--- config.mk ---
export PLATFORM = sky130hd
export DESIGN_NAME = reaction_core_multi_flat
export DESIGN_NICKNAME = d
export VERILOG_FILES = /design/src/rtl/reaction_pkg.sv /design/src/rtl/reaction_core_multi_if.sv /design/src/rtl/reaction_core_multi_tick.sv /design/src/rtl/reaction_core_multi.sv /design/src/flat_wrapper.sv
export SDC_FILE = /design/constraint.sdc
export NUM_CORES = 1
export LEC_CHECK = 0
export ABC_AREA = 1
export BUFFER_PORTS_ARGS = -buffer_cell sky130_fd_sc_hd__buf_2
export CORE_ASPECT_RATIO = 1.25
export CORE_MARGIN = 2
export CORE_UTILIZATION = 60
export CTS_CLUSTER_DIAMETER = 150
export CTS_CLUSTER_SIZE = 14
export DETAILED_ROUTE_END_ITERATION = 8
export GPL_ROUTABILITY_DRIVEN = 0
export PLACE_DENSITY = 0.81
export SLEW_MARGIN = 30
export SYNTH_ARGS = -nofsm -noshare
export SYNTH_HDL_FRONTEND = slang
export SYNTH_SLANG_ARGS = --single-unit
--- constraint.sdc ---
create_clock -name iCLK -period 3.1 [get_ports iCLK]
set_input_delay 0.465 -clock iCLK [delete_from_list [all_inputs] [get_ports iCLK]]
set_output_delay 0.465 -clock iCLK [all_outputs]
set_load 0.005 [all_outputs]
--- src/rtl/reaction_pkg.sv ---
// Shared encodings, constants and helpers for the multi-player reaction timer.
// Imported by the tick generator and the core.
package reaction_pkg;

    typedef enum logic [1:0] {
        S_IDLE = 2'd0,
        S_WAIT = 2'd1,
        S_GO   = 2'd2,
        S_DONE = 2'd3
    } state_t;

    localparam logic [15:0] LFSR_SEED   = 16'hACE1;
    // Fibonacci taps 16,14,13,11 as a mask over a left-shifting register
    localparam logic [15:0] LFSR_TAPS   = 16'hB400;
    localparam int          BLINK_TICKS = 250;

    function automatic int tick_cyc(input int sim_mode, input int clk_hz);
        return (sim_mode != 0) ? 2 : clk_hz / 1000;
    endfunction

    function automatic logic [2:0] lowest_idx(input logic [7:0] v);
        lowest_idx = 3'd0;
        for (int i = 7; i >= 0; i--)
            if (v[i]) lowest_idx = 3'(i);
    endfunction

endpackage

--- src/rtl/reaction_core_multi_if.sv ---
// Game-side bus of the reaction core: player/control strobes in, round status out.
interface reaction_core_multi_if #(
    parameter int N_PLAYERS = 2,
    parameter int TIME_W    = 14
);
    logic                          iSTART;
    logic [N_PLAYERS-1:0]          iSTOP;
    logic                          iCLR_HS;
    logic [1:0]                    oSTATE;
    logic [TIME_W-1:0]             oTIMER;
    logic [N_PLAYERS*TIME_W-1:0]   oTIME;
    logic [N_PLAYERS-1:0]          oFOUL;
    logic [2:0]                    oWINNER;
    logic                          oWIN_VALID;
    logic [TIME_W-1:0]             oBEST;
    logic                          oNEW_BEST;
    logic [9:0]                    oLEDS;

    modport master (
        output iSTART, iSTOP, iCLR_HS,
        input  oSTATE, oTIMER, oTIME, oFOUL, oWINNER, oWIN_VALID, oBEST, oNEW_BEST, oLEDS
    );

    modport slave (
        input  iSTART, iSTOP, iCLR_HS,
        output oSTATE, oTIMER, oTIME, oFOUL, oWINNER, oWIN_VALID, oBEST, oNEW_BEST, oLEDS
    );
endinterface

--- src/rtl/reaction_core_multi_tick.sv ---
// Millisecond strobe: one-cycle pulse every TICK_CYC clocks, restartable so the
// first pulse lands exactly TICK_CYC cycles after a clear.
module ms_tick_gen
    import reaction_pkg::*;
#(
    parameter int SIM_MODE = 0,
    parameter int CLK_HZ   = 50000000
) (
    input  logic iCLK,
    input  logic iRST_N,
    input  logic iCLR,
    output logic oTICK
);
    localparam int TICK_CYC = tick_cyc(SIM_MODE, CLK_HZ);
    localparam int CW       = (TICK_CYC > 1) ? $clog2(TICK_CYC) : 1;
    localparam logic [CW-1:0] LAST = CW'(TICK_CYC - 1);

    logic [CW-1:0] cnt_q;

    always_ff @(posedge iCLK) begin
        if (!iRST_N || iCLR)  cnt_q <= '0;
        else if (cnt_q == LAST) cnt_q <= '0;
        else                  cnt_q <= cnt_q + CW'(1);
    end

    assign oTICK = (cnt_q == LAST);
endmodule

--- src/rtl/reaction_core_multi.sv ---
// N-player reaction timer: random pre-delay, false-start detection, per-player
// capture, winner selection and best-ever score.
module reaction_core_multi
    import reaction_pkg::*;
#(
    parameter int N_PLAYERS       = 2,
    parameter int TIME_W          = 14,
    parameter int MAX_TIME        = 9999,
    parameter int CLK_HZ          = 50000000,
    parameter int SIM_MODE        = 0,
    parameter int DELAY_MIN_MS    = 1000,
    parameter int DELAY_SPAN_MASK = 2047
) (
    input  logic                  iCLK,
    input  logic                  iRST_N,
    reaction_core_multi_if.slave  bus
);
    localparam logic [TIME_W-1:0] MAX_T = TIME_W'(MAX_TIME);

    state_t                           state_q;
    logic [TIME_W-1:0]                timer_q, best_q, win_time_q;
    logic [N_PLAYERS-1:0][TIME_W-1:0] times_q;
    logic [N_PLAYERS-1:0]             foul_q, fin_q;
    logic [2:0]                       winner_q;
    logic                             win_valid_q, new_best_q, first_q, blink_q;
    logic [7:0]                       blink_cnt_q;
    logic [15:0]                      lfsr_q, delay_q;

    logic                 tick, expire, tick_clr;
    logic [N_PLAYERS-1:0] new_stop, fin_nxt;
    logic [TIME_W-1:0]    timer_inc, timer_nxt;
    logic [9:0]           leds;

    assign new_stop  = bus.iSTOP & ~fin_q;
    assign fin_nxt   = fin_q | new_stop;
    assign expire    = tick && (delay_q <= 16'd1);
    assign timer_inc = (timer_q == MAX_T) ? timer_q : timer_q + TIME_W'(1);
    assign timer_nxt = tick ? timer_inc : timer_q;
    // Prescaler restarts when a round starts and when the delay runs out.
    assign tick_clr  = ((state_q == S_IDLE || state_q == S_DONE) && bus.iSTART)
                     || (state_q == S_WAIT && expire);

    ms_tick_gen #(.SIM_MODE(SIM_MODE), .CLK_HZ(CLK_HZ)) u_tick (
        .iCLK(iCLK), .iRST_N(iRST_N), .iCLR(tick_clr), .oTICK(tick)
    );

    always_ff @(posedge iCLK) begin
        if (!iRST_N) begin
            state_q     <= S_IDLE;
            timer_q     <= '0;
            times_q     <= '0;
            foul_q      <= '0;
            fin_q       <= '0;
            winner_q    <= '0;
            win_valid_q <= 1'b0;
            win_time_q  <= '0;
            best_q      <= MAX_T;
            new_best_q  <= 1'b0;
            first_q     <= 1'b0;
            blink_q     <= 1'b0;
            blink_cnt_q <= '0;
            lfsr_q      <= LFSR_SEED;
            delay_q     <= '0;
        end else begin
            lfsr_q <= {lfsr_q[14:0], ^(lfsr_q & LFSR_TAPS)};
            case (state_q)
                S_IDLE, S_DONE: begin
                    if (state_q == S_DONE) begin
                        first_q <= 1'b0;
                        if (first_q && win_valid_q && win_time_q < best_q) begin
                            best_q     <= win_time_q;
                            new_best_q <= 1'b1;
                        end
                        if (new_best_q && tick) begin
                            if (blink_cnt_q == 8'(BLINK_TICKS - 1)) begin
                                blink_cnt_q <= '0;
                                blink_q     <= ~blink_q;
                            end else begin
                                blink_cnt_q <= blink_cnt_q + 8'd1;
                            end
                        end
                    end
                    if (bus.iCLR_HS) begin
                        best_q     <= MAX_T;
                        new_best_q <= 1'b0;
                    end
                    if (bus.iSTART) begin
                        state_q     <= S_WAIT;
                        delay_q     <= 16'(DELAY_MIN_MS) + (lfsr_q & 16'(DELAY_SPAN_MASK));
                        times_q     <= '0;
                        foul_q      <= '0;
                        fin_q       <= '0;
                        winner_q    <= '0;
                        win_valid_q <= 1'b0;
                        new_best_q  <= 1'b0;
                        timer_q     <= '0;
                        first_q     <= 1'b0;
                        blink_q     <= 1'b0;
                        blink_cnt_q <= '0;
                    end
                end
                S_WAIT: begin
                    if (tick && delay_q != 16'd0) delay_q <= delay_q - 16'd1;
                    for (int i = 0; i < N_PLAYERS; i++)
                        if (new_stop[i]) times_q[i] <= MAX_T;
                    foul_q <= foul_q | new_stop;
                    fin_q  <= fin_nxt;
                    // A foul in the expiry cycle counts before the GO decision.
                    if (&fin_nxt) begin
                        state_q <= S_DONE;
                        first_q <= 1'b1;
                    end else if (expire) begin
                        state_q <= S_GO;
                        timer_q <= '0;
                    end
                end
                S_GO: begin
                    timer_q <= timer_nxt;
                    fin_q   <= fin_nxt;
                    for (int i = 0; i < N_PLAYERS; i++)
                        if (new_stop[i]) times_q[i] <= timer_q;
                    if (!win_valid_q && |new_stop) begin
                        winner_q    <= lowest_idx(8'(new_stop));
                        win_valid_q <= 1'b1;
                        win_time_q  <= timer_q;
                    end
                    if (&fin_nxt) begin
                        state_q <= S_DONE;
                        first_q <= 1'b1;
                    end else if (timer_nxt == MAX_T) begin
                        state_q <= S_DONE;
                        first_q <= 1'b1;
                        fin_q   <= '1;
                        for (int i = 0; i < N_PLAYERS; i++)
                            if (!fin_nxt[i]) times_q[i] <= MAX_T;
                    end
                end
                default: state_q <= S_IDLE;
            endcase
        end
    end

    // LED pattern is a pure decode of flops, so it tracks the state with no extra lag.
    always_comb begin
        leds = '0;
        case (state_q)
            S_GO:   leds = '1;
            S_DONE: begin
                if (win_valid_q) leds[winner_q] = 1'b1;
                leds[9:8] = {2{blink_q & new_best_q}};
            end
            default: leds = '0;
        endcase
    end

    assign bus.oSTATE     = state_q;
    assign bus.oTIMER     = timer_q;
    assign bus.oTIME      = times_q;
    assign bus.oFOUL      = foul_q;
    assign bus.oWINNER    = winner_q;
    assign bus.oWIN_VALID = win_valid_q;
    assign bus.oBEST      = best_q;
    assign bus.oNEW_BEST  = new_best_q;
    assign bus.oLEDS      = leds;
endmodule
--- src/flat_wrapper.sv ---
// flat-port wrapper written by rule: the top's interface ports become plain ports
module reaction_core_multi_flat import reaction_pkg::*;
#(
    parameter int N_PLAYERS       = 2,
    parameter int TIME_W          = 14,
    parameter int MAX_TIME        = 9999,
    parameter int CLK_HZ          = 50000000,
    parameter int SIM_MODE        = 0,
    parameter int DELAY_MIN_MS    = 1000,
    parameter int DELAY_SPAN_MASK = 2047
)
  (iCLK, iRST_N, bus_iSTART, bus_iSTOP, bus_iCLR_HS, bus_oSTATE, bus_oTIMER, bus_oTIME, bus_oFOUL, bus_oWINNER, bus_oWIN_VALID, bus_oBEST, bus_oNEW_BEST, bus_oLEDS);
  reaction_core_multi_if #(.N_PLAYERS(N_PLAYERS), .TIME_W(TIME_W)) bus_i ();
  input  logic iCLK;
  input  logic iRST_N;
  input wire logic [$bits(bus_i.iSTART)-1:0] bus_iSTART;
  input wire logic [$bits(bus_i.iSTOP)-1:0] bus_iSTOP;
  input wire logic [$bits(bus_i.iCLR_HS)-1:0] bus_iCLR_HS;
  output wire logic [$bits(bus_i.oSTATE)-1:0] bus_oSTATE;
  output wire logic [$bits(bus_i.oTIMER)-1:0] bus_oTIMER;
  output wire logic [$bits(bus_i.oTIME)-1:0] bus_oTIME;
  output wire logic [$bits(bus_i.oFOUL)-1:0] bus_oFOUL;
  output wire logic [$bits(bus_i.oWINNER)-1:0] bus_oWINNER;
  output wire logic [$bits(bus_i.oWIN_VALID)-1:0] bus_oWIN_VALID;
  output wire logic [$bits(bus_i.oBEST)-1:0] bus_oBEST;
  output wire logic [$bits(bus_i.oNEW_BEST)-1:0] bus_oNEW_BEST;
  output wire logic [$bits(bus_i.oLEDS)-1:0] bus_oLEDS;
  assign bus_i.iSTART = bus_iSTART;
  assign bus_i.iSTOP = bus_iSTOP;
  assign bus_i.iCLR_HS = bus_iCLR_HS;
  assign bus_oSTATE = bus_i.oSTATE;
  assign bus_oTIMER = bus_i.oTIMER;
  assign bus_oTIME = bus_i.oTIME;
  assign bus_oFOUL = bus_i.oFOUL;
  assign bus_oWINNER = bus_i.oWINNER;
  assign bus_oWIN_VALID = bus_i.oWIN_VALID;
  assign bus_oBEST = bus_i.oBEST;
  assign bus_oNEW_BEST = bus_i.oNEW_BEST;
  assign bus_oLEDS = bus_i.oLEDS;
  reaction_core_multi #(.N_PLAYERS(N_PLAYERS), .TIME_W(TIME_W), .MAX_TIME(MAX_TIME), .CLK_HZ(CLK_HZ), .SIM_MODE(SIM_MODE), .DELAY_MIN_MS(DELAY_MIN_MS), .DELAY_SPAN_MASK(DELAY_SPAN_MASK)) u_core (.iCLK(iCLK), .iRST_N(iRST_N), .bus(bus_i));
endmodule
# [Yosys cells after proc, flatten, opt, wreduce, memory -nomap -nowiden]
# Cells that the tools add are included.
[classes] muxes=63 bitwise_logic=6 magnitude_cmp=4 eq_ne=18 mul=0 n_shift=0 div_mod_pow=0 addsub=5 n_reduce_logical=43
[op_table] operator="$mux W14" n=14
[op_table] operator="$mux W28" n=3
[op_table] operator="$pmux W28 S3" n=1
[op_table] operator="$pmux W14 S3" n=1
[op_table] operator="$mux W8" n=5
[op_table] operator="$mux W16" n=2
[op_table] operator="$pmux W16 S2" n=1
[op_table] operator="$eq A14 B14 Y1 const B" n=2
[op_table] operator="$reduce_and A3 Y1" n=8
[op_table] operator="$pmux W10 S2" n=1
[op_table] operator="$mux W1" n=18
[op_table] operator="$add A16 B1 Y16 const B" n=1
[op_table] operator="$eq A16 B16 Y1 const B" n=1
[op_table] operator="$le A16 B1 Y1 const B" n=1
[op_table] operator="$mux W2" n=8
[op_table] operator="$reduce_bool A16 Y1" n=1
[op_table] operator="$reduce_xor A16 Y1" n=1
[op_table] operator="$sub A16 B1 Y16 const B" n=1
[op_table] operator="$add A14 B1 Y14 const B" n=1
[op_table] operator="$lt A14 B14 Y1" n=1
[op_table] operator="$reduce_bool A2 Y1" n=7
[op_table] operator="$add A10 B11 Y12 const A" n=1
[op_table] operator="$pmux W2 S3" n=2
[op_table] operator="$reduce_and A2 Y1" n=5
[op_table] operator="28 further kinds" n=52
[word_totals] out_inout_bits=75 mem_count=0 rom_bits=0 latch_bits=0 mem_bits_rw=0 ff_bits=139

# [Depth between registers and ports, before layout]
[logic_depth] ltp_word=7 mapped_depth=19

# [By module]
# A second synthesis with hierarchy kept.
[unflattened] hier_cells=1162 hier_area_um2=7952.6
[by_module_without_submodules] module="reaction_core_multi" cells_each=1031 seq_area_each_um2=2422.3 area_each_um2=7089.3 n_inst=1
[by_module_without_submodules] module="ms_tick_gen" cells_each=131 seq_area_each_um2=320.3 area_each_um2=863.3 n_inst=1

# [Least setup slack after synthesis]
# No wires, ideal clock.
[synth_timing] kind="reg2reg" from="register u_core.timer_q[0], in the netlist u_core.bus.oTIMER[0]" to="register u_core.times_q, in the netlist u_core.bus.oTIME[14]" stages_incl_launch_ff=18 setup_slack_ns=0.872 arrival_time_ns=2.089 path_cell_list="dfxtp_1 > ha_1 > nand3_2 > nor2_1 > nand2_2 > nand3_1 > o21ai_2 > nor2_4 > nand2_4 > nor2_8 > nand2_8 > buf_6 > nand2_1 > nand2_1 > nand2_1 > nand2_1 > nand2_1 > a21oi_2"
[synth_between] elab_chain_len=7 word_cells_on_any_way=10 cone_classes="add/sub: 1; eq/ne: 2; mux: 7"
[synth_lines] element="start: declaration" line="reaction_core_multi.sv:21" text="logic [TIME_W-1:0] timer_q, best_q, win_time_q;"
[synth_lines] element="start signal: assignment" line="reaction_core_multi.sv:118" text="timer_q <= timer_nxt;"
[synth_lines] element="$add A14 B1 Y14 or $eq A14 B14 Y1 (tied branches)" line="reaction_core_multi.sv:37" text="assign timer_inc = (timer_q == MAX_T) ? timer_q : timer_q + TIME_W'(1);"
[synth_lines] element="$mux W14" line="reaction_core_multi.sv:37"
[synth_lines] element="$mux W14" line="reaction_core_multi.sv:38" text="assign timer_nxt = tick ? timer_inc : timer_q;"
[synth_lines] element="$eq A14 B14 Y1" line="reaction_core_multi.sv:130" text="end else if (timer_nxt == MAX_T) begin"
[synth_lines] element="$mux W28" line="reaction_core_multi.sv:130"
[synth_lines] element="$mux W28 *" line="reaction_core_multi.sv:127" text="if (&fin_nxt) begin"
[synth_lines] element="$pmux W28 S3 *" line="reaction_core_multi.sv:66" text="case (state_q)"
[synth_lines] element="end signal: indexed assignment" line="reaction_core_multi.sv:121" text="if (new_stop[i]) times_q[i] <= timer_q;"
[synth_lines] element="end: declaration" line="reaction_core_multi.sv:22" text="logic [N_PLAYERS-1:0][TIME_W-1:0] times_q;"
# Mark *: on every way between the ends. The rest lies on a longest branch, timed or not.
# A chain may end at the register's enable or synchronous reset.

# [Worst setup path in the final report]
[layout_timing] from="register u_core.timer_q[0], in the netlist u_core.bus.oTIMER[0]" to="register u_core.state_q[0], in the netlist u_core.bus.oSTATE[0]"
[layout_between] elab_chain_len=6 word_cells_on_any_way=7 cone_classes="add/sub: 1; eq/ne: 3; mux: 2; reduce/logical: 1"
[layout_lines] element="$add A14 B1 Y14 or $eq A14 B14 Y1 (tied branches)" line="reaction_core_multi.sv:37"
[layout_lines] element="$mux W14" line="reaction_core_multi.sv:37"
[layout_lines] element="$mux W14 *" line="reaction_core_multi.sv:38"
[layout_lines] element="$eq A14 B14 Y1 *" line="reaction_core_multi.sv:130"
[layout_lines] element="$ne A3 B1 Y1 (no source line) *"
[layout_lines] element="$reduce_and A3 Y1 (no source line) *"
[layout_lines] element="end signal: assignment" line="reaction_core_multi.sv:128" text="state_q <= S_DONE;"
[layout_lines] element="end signal: assignment" line="reaction_core_multi.sv:131" text="state_q <= S_DONE;"
[layout_lines] element="end signal: assignment" line="reaction_core_multi.sv:138" text="default: state_q <= S_IDLE;"
[layout_lines] element="end: declaration" line="reaction_core_multi.sv:20" text="state_t state_q;"
# Marks and branches as above.

==> reports/summary.txt <==
status: finished, final reports clean
initial antenna violation count: 0
Yosys top cell by area: dfxtp_1
pin count of the biggest net entering global routing: 30
Int Power: 4.01 mW
CP Class: register to register
post-CTS setup buffer count: 0
DPL Wire Length: 14.9 mm
CP Capture Type: register
Yosys top cell area share: 34.6%
number of vias per cell: 5.72
Core ar.: 12800 um2
first-pass GRT wire length: 35.0 mm
worst skew pair latency: 0.43 ns
Layout Nets: 1234
starting density of the core: 62.1%
Setup Skew: 0.00674 ns
unrepaired setup endpoints after global routing: false
die height: 133 um
Worst Hold Class: primary input to register
sequential element share of the synthesized area: 34.6%
hold depth: 3
Yosys cell types: 47
number of buffers added on ports: 78
yosys warns: 0
max_cap viols: 0
hold path endpoint: u_core.bus.oBEST[13]
layout cells sized above 1: 19.7%
Max clock buf depth: 2
Layout area overhead: 12.7%
crit path DAT: 3.08 ns
Cell Rows: 46
final global-route overflow total: 0
top cells by count, synth: 277 x nand2_1, 137 x dfxtp_1, 109 x inv_1
fillers: 1103
sequential power share: 35.2%
Cells after Synth: 1141
H-tree level count: 4
Switching Fraction: 38.4%
clk sink count: 137
Via Count: 7929
die width: 107 um
Top FF cell, synth: dfxtp_1
mapped cell area: 7930 um2
P_sw: 2.50 mW
Final Hold Viols: 0
# IOs: 81
WL final: 21.0 mm
vias in the first global route: 7385
Final ANT Viol Nets: 0
total track usage: 30.6%
Pleak: 3.92 nW
combinational group share of total power: 35.6%
origin of the critical flop-to-flop path: u_core.bus.oTIMER[0]
die footprint: 14200 um2
cells on worst reg2reg path: 15
Worst setup SP type: register
Tmin final: 2.72 ns
Initial DRT Pass Iterations: 5
WL/cell: 15.1 um
drt initial violations: 670
DRC errors left: 0
most common cell in the netlist: nand2_1
flop-to-flop setup slack: 0.38 ns
FF+latch count, synth: 137
syn avg cell area: 6.95 um2
EDFF count, synth: 0
Clock Power Share: 29.2%
clk slew on worst S/H paths: 0.06 ns
top post-synthesis cells by area: dfxtp_1 35%, nand2_1 13%, a21oi_1 5.9%, inv_1 5.2%, nand3_1 4.1%
Slew @ Worst Pin: 0.742 ns
Worst VDD drop: 393 uV
fin. max-slew vios: 0
WHS: 0.340 ns
CTS tree: built
Fin Setup TNS: 0 ns
Max Clk Rate: 0.367 GHz
Hold Path Origin: bus_iCLR_HS
Worst Path Required: 3.46 ns
relative slew slack: 50.5%
Setup Viol. Count Final: 0
FFs w/ async S/R, synth: 0%
Power Density: 729 nW/um2
number of CTS-inserted buffers: 17
clock tree root buffer cell: clkbuf_16
diodes inserted: 0
final worst-path cycle share: 87.9%
r2r endpoint: u_core.bus.oSTATE[0]
Max FO, Critical Path: 19
## power by group through the flow
stage               combinational, mW  clock (mW)  sequential [mW]
floorplan                        1.69           0             2.27
global placement                 2.24           0             2.31
detailed placement               2.28           0             2.32
CTS                              2.30        1.92             2.28
global route                     2.63        2.00             2.32
finish                           2.32        1.90             2.29
## placed cells by master, fill, tap and decap left out, types with 6 or more instances in the layout
| cell type | n |
|---|---|
| nand4_1 | 24 |
| nand3_2 | 7 |
| dfxtp_1 | 136 |
| nor2_4 | 10 |
| or2_2 | 27 |
| xnor2_1 | 6 |
| nor3b_1 | 6 |
| nand2_2 | 26 |
| buf_2 | 78 |
| ha_1 | 23 |
| xor2_1 | 14 |
| a21oi_2 | 10 |
| clkinv_2 | 9 |
| buf_4 | 17 |
| inv_2 | 13 |
| nand2_1 | 277 |
| nor3_1 | 21 |
| a211oi_1 | 17 |
| nor2_1 | 84 |
| nand3_1 | 65 |
| o21ai_0 | 59 |
| a22oi_1 | 6 |
| clkbuf_16 | 17 |
| o211ai_1 | 8 |
| a21oi_1 | 93 |
| inv_1 | 108 |
| nor2_2 | 9 |
## critical path, cell delays in order, from the launching register on
cell and delay, ns:
dfxtp_1 0.52, ha_1 0.32, nand3_2 0.15, nor2_1 0.15, nand2_1 0.09, nand2_1 0.09
nand2_1 0.05, nand2_1 0.17, nand3_2 0.17, nor2_8 0.30, nand2_8 0.17, nand3_2 0.14
nand3_2 0.09, nand2_1 0.08, nand2_1 0.04, a21oi_1 0.11
## sequential cells by signal, summed over array words and instances, names as in the netlist
signal	count
u_core.blink_q	1
u_core.bus.oTIME	28
u_core.first_q	1
u_core.win_time_q	14
u_core.bus.oNEW_BEST	1
u_core.fin_q	2
u_core.lfsr_q	16
u_core.bus.oBEST	14
u_core.bus.oWINNER	1
u_core.bus.oFOUL	2
u_core.blink_cnt_q	8
u_core.bus.oSTATE	2
u_core.bus.oTIMER	14
u_core.bus.oWIN_VALID	1
u_core.u_tick.cnt_q	16
u_core.delay_q	16
## what timing repair did
action | CTS | global route
resized for setup | 0 | 1
setup endpoints to repair | 0 | 1
hold buffers | 0 | 0
## cell type report
type / count / area, um2 / area share [%]
multi-input cells: 831 / 4450 / 49.8
flip-flops and latches: 137 / 2740 / 30.7
repair buffers: 95 / 518 / 5.80
clock buffers: 22 / 474 / 5.31
inverters: 123 / 462 / 5.17
well taps: 168 / 210 / 2.35
clock inverters: 10 / 75.1 / 0.840
## logic make-up (layout without fill, tap and decap cells)
kind of cell | Yosys count | after routing | share of synthesized area, %
compound gates | 214 | 214 | 15.7
xor+xnor | 20 | 20 | 2.21
fa+ha+maj | 23 | 23 | 3.63
buf+inv | 174 | 250 | 9.28
flops | 137 | 137 | 34.6
other cells | 1 | 2 | 0.0473
simple gates | 572 | 572 | 34.5
## per-stage QoR
step | cell area [um2] | setup slack, ns | total power, mW | utilization [%] | std cells
4_1_cts | 8940 | 0.350 | 6.51 | 69.9 | 1386
5_1_grt | 8940 | 0.0322 | 6.96 | 69.9 | 1386
2_1_floorplan | 7930 | 0.872 | 3.96 | - | 1142
3_5_place_dp | 8390 | 0.399 | 4.60 | 65.6 | 1354
3_3_place_gp | 8390 | 0.419 | 4.55 | 65.6 | 1354
6_report | 8940 | 0.376 | 6.51 | 69.9 | 1386
## worst max path at each step
| stage | startpoint | slack [ns] | end |
|---|---|---|---|
| after floorplan | u_core.bus.oTIMER[0] | 0.87 | u_core.bus.oTIME[14] |
| after global placement | u_core.bus.oTIMER[1] | 0.42 | u_core.bus.oSTATE[0] |
| after detailed placement | u_core.bus.oTIMER[1] | 0.40 | u_core.bus.oSTATE[0] |
| after CTS | u_core.bus.oTIMER[1] | 0.35 | u_core.bus.oSTATE[0] |
| after global routing | u_core.bus.oTIMER[0] | 0.03 | u_core.bus.oSTATE[0] |
| final | u_core.bus.oTIMER[0] | 0.38 | u_core.bus.oSTATE[0] |
## routing by layer
| layer | wire length (um) | up-vias | part of all wire, % | global-route usage (%) |
|---|---|---|---|---|
| met5 | 0 | - | 0 | 0 |
| met2 | 9910 | 302 | 47 | 50.0 |
| met4 | 712 | 0 | 3.4 | 14.6 |
| met1 | 8800 | 3692 | 42 | 38.2 |
| met3 | 1570 | 56 | 7.5 | 6.45 |
| li1 | - | 3879 | - | - |
No activity file was read; power rests on OpenSTA's default activity.
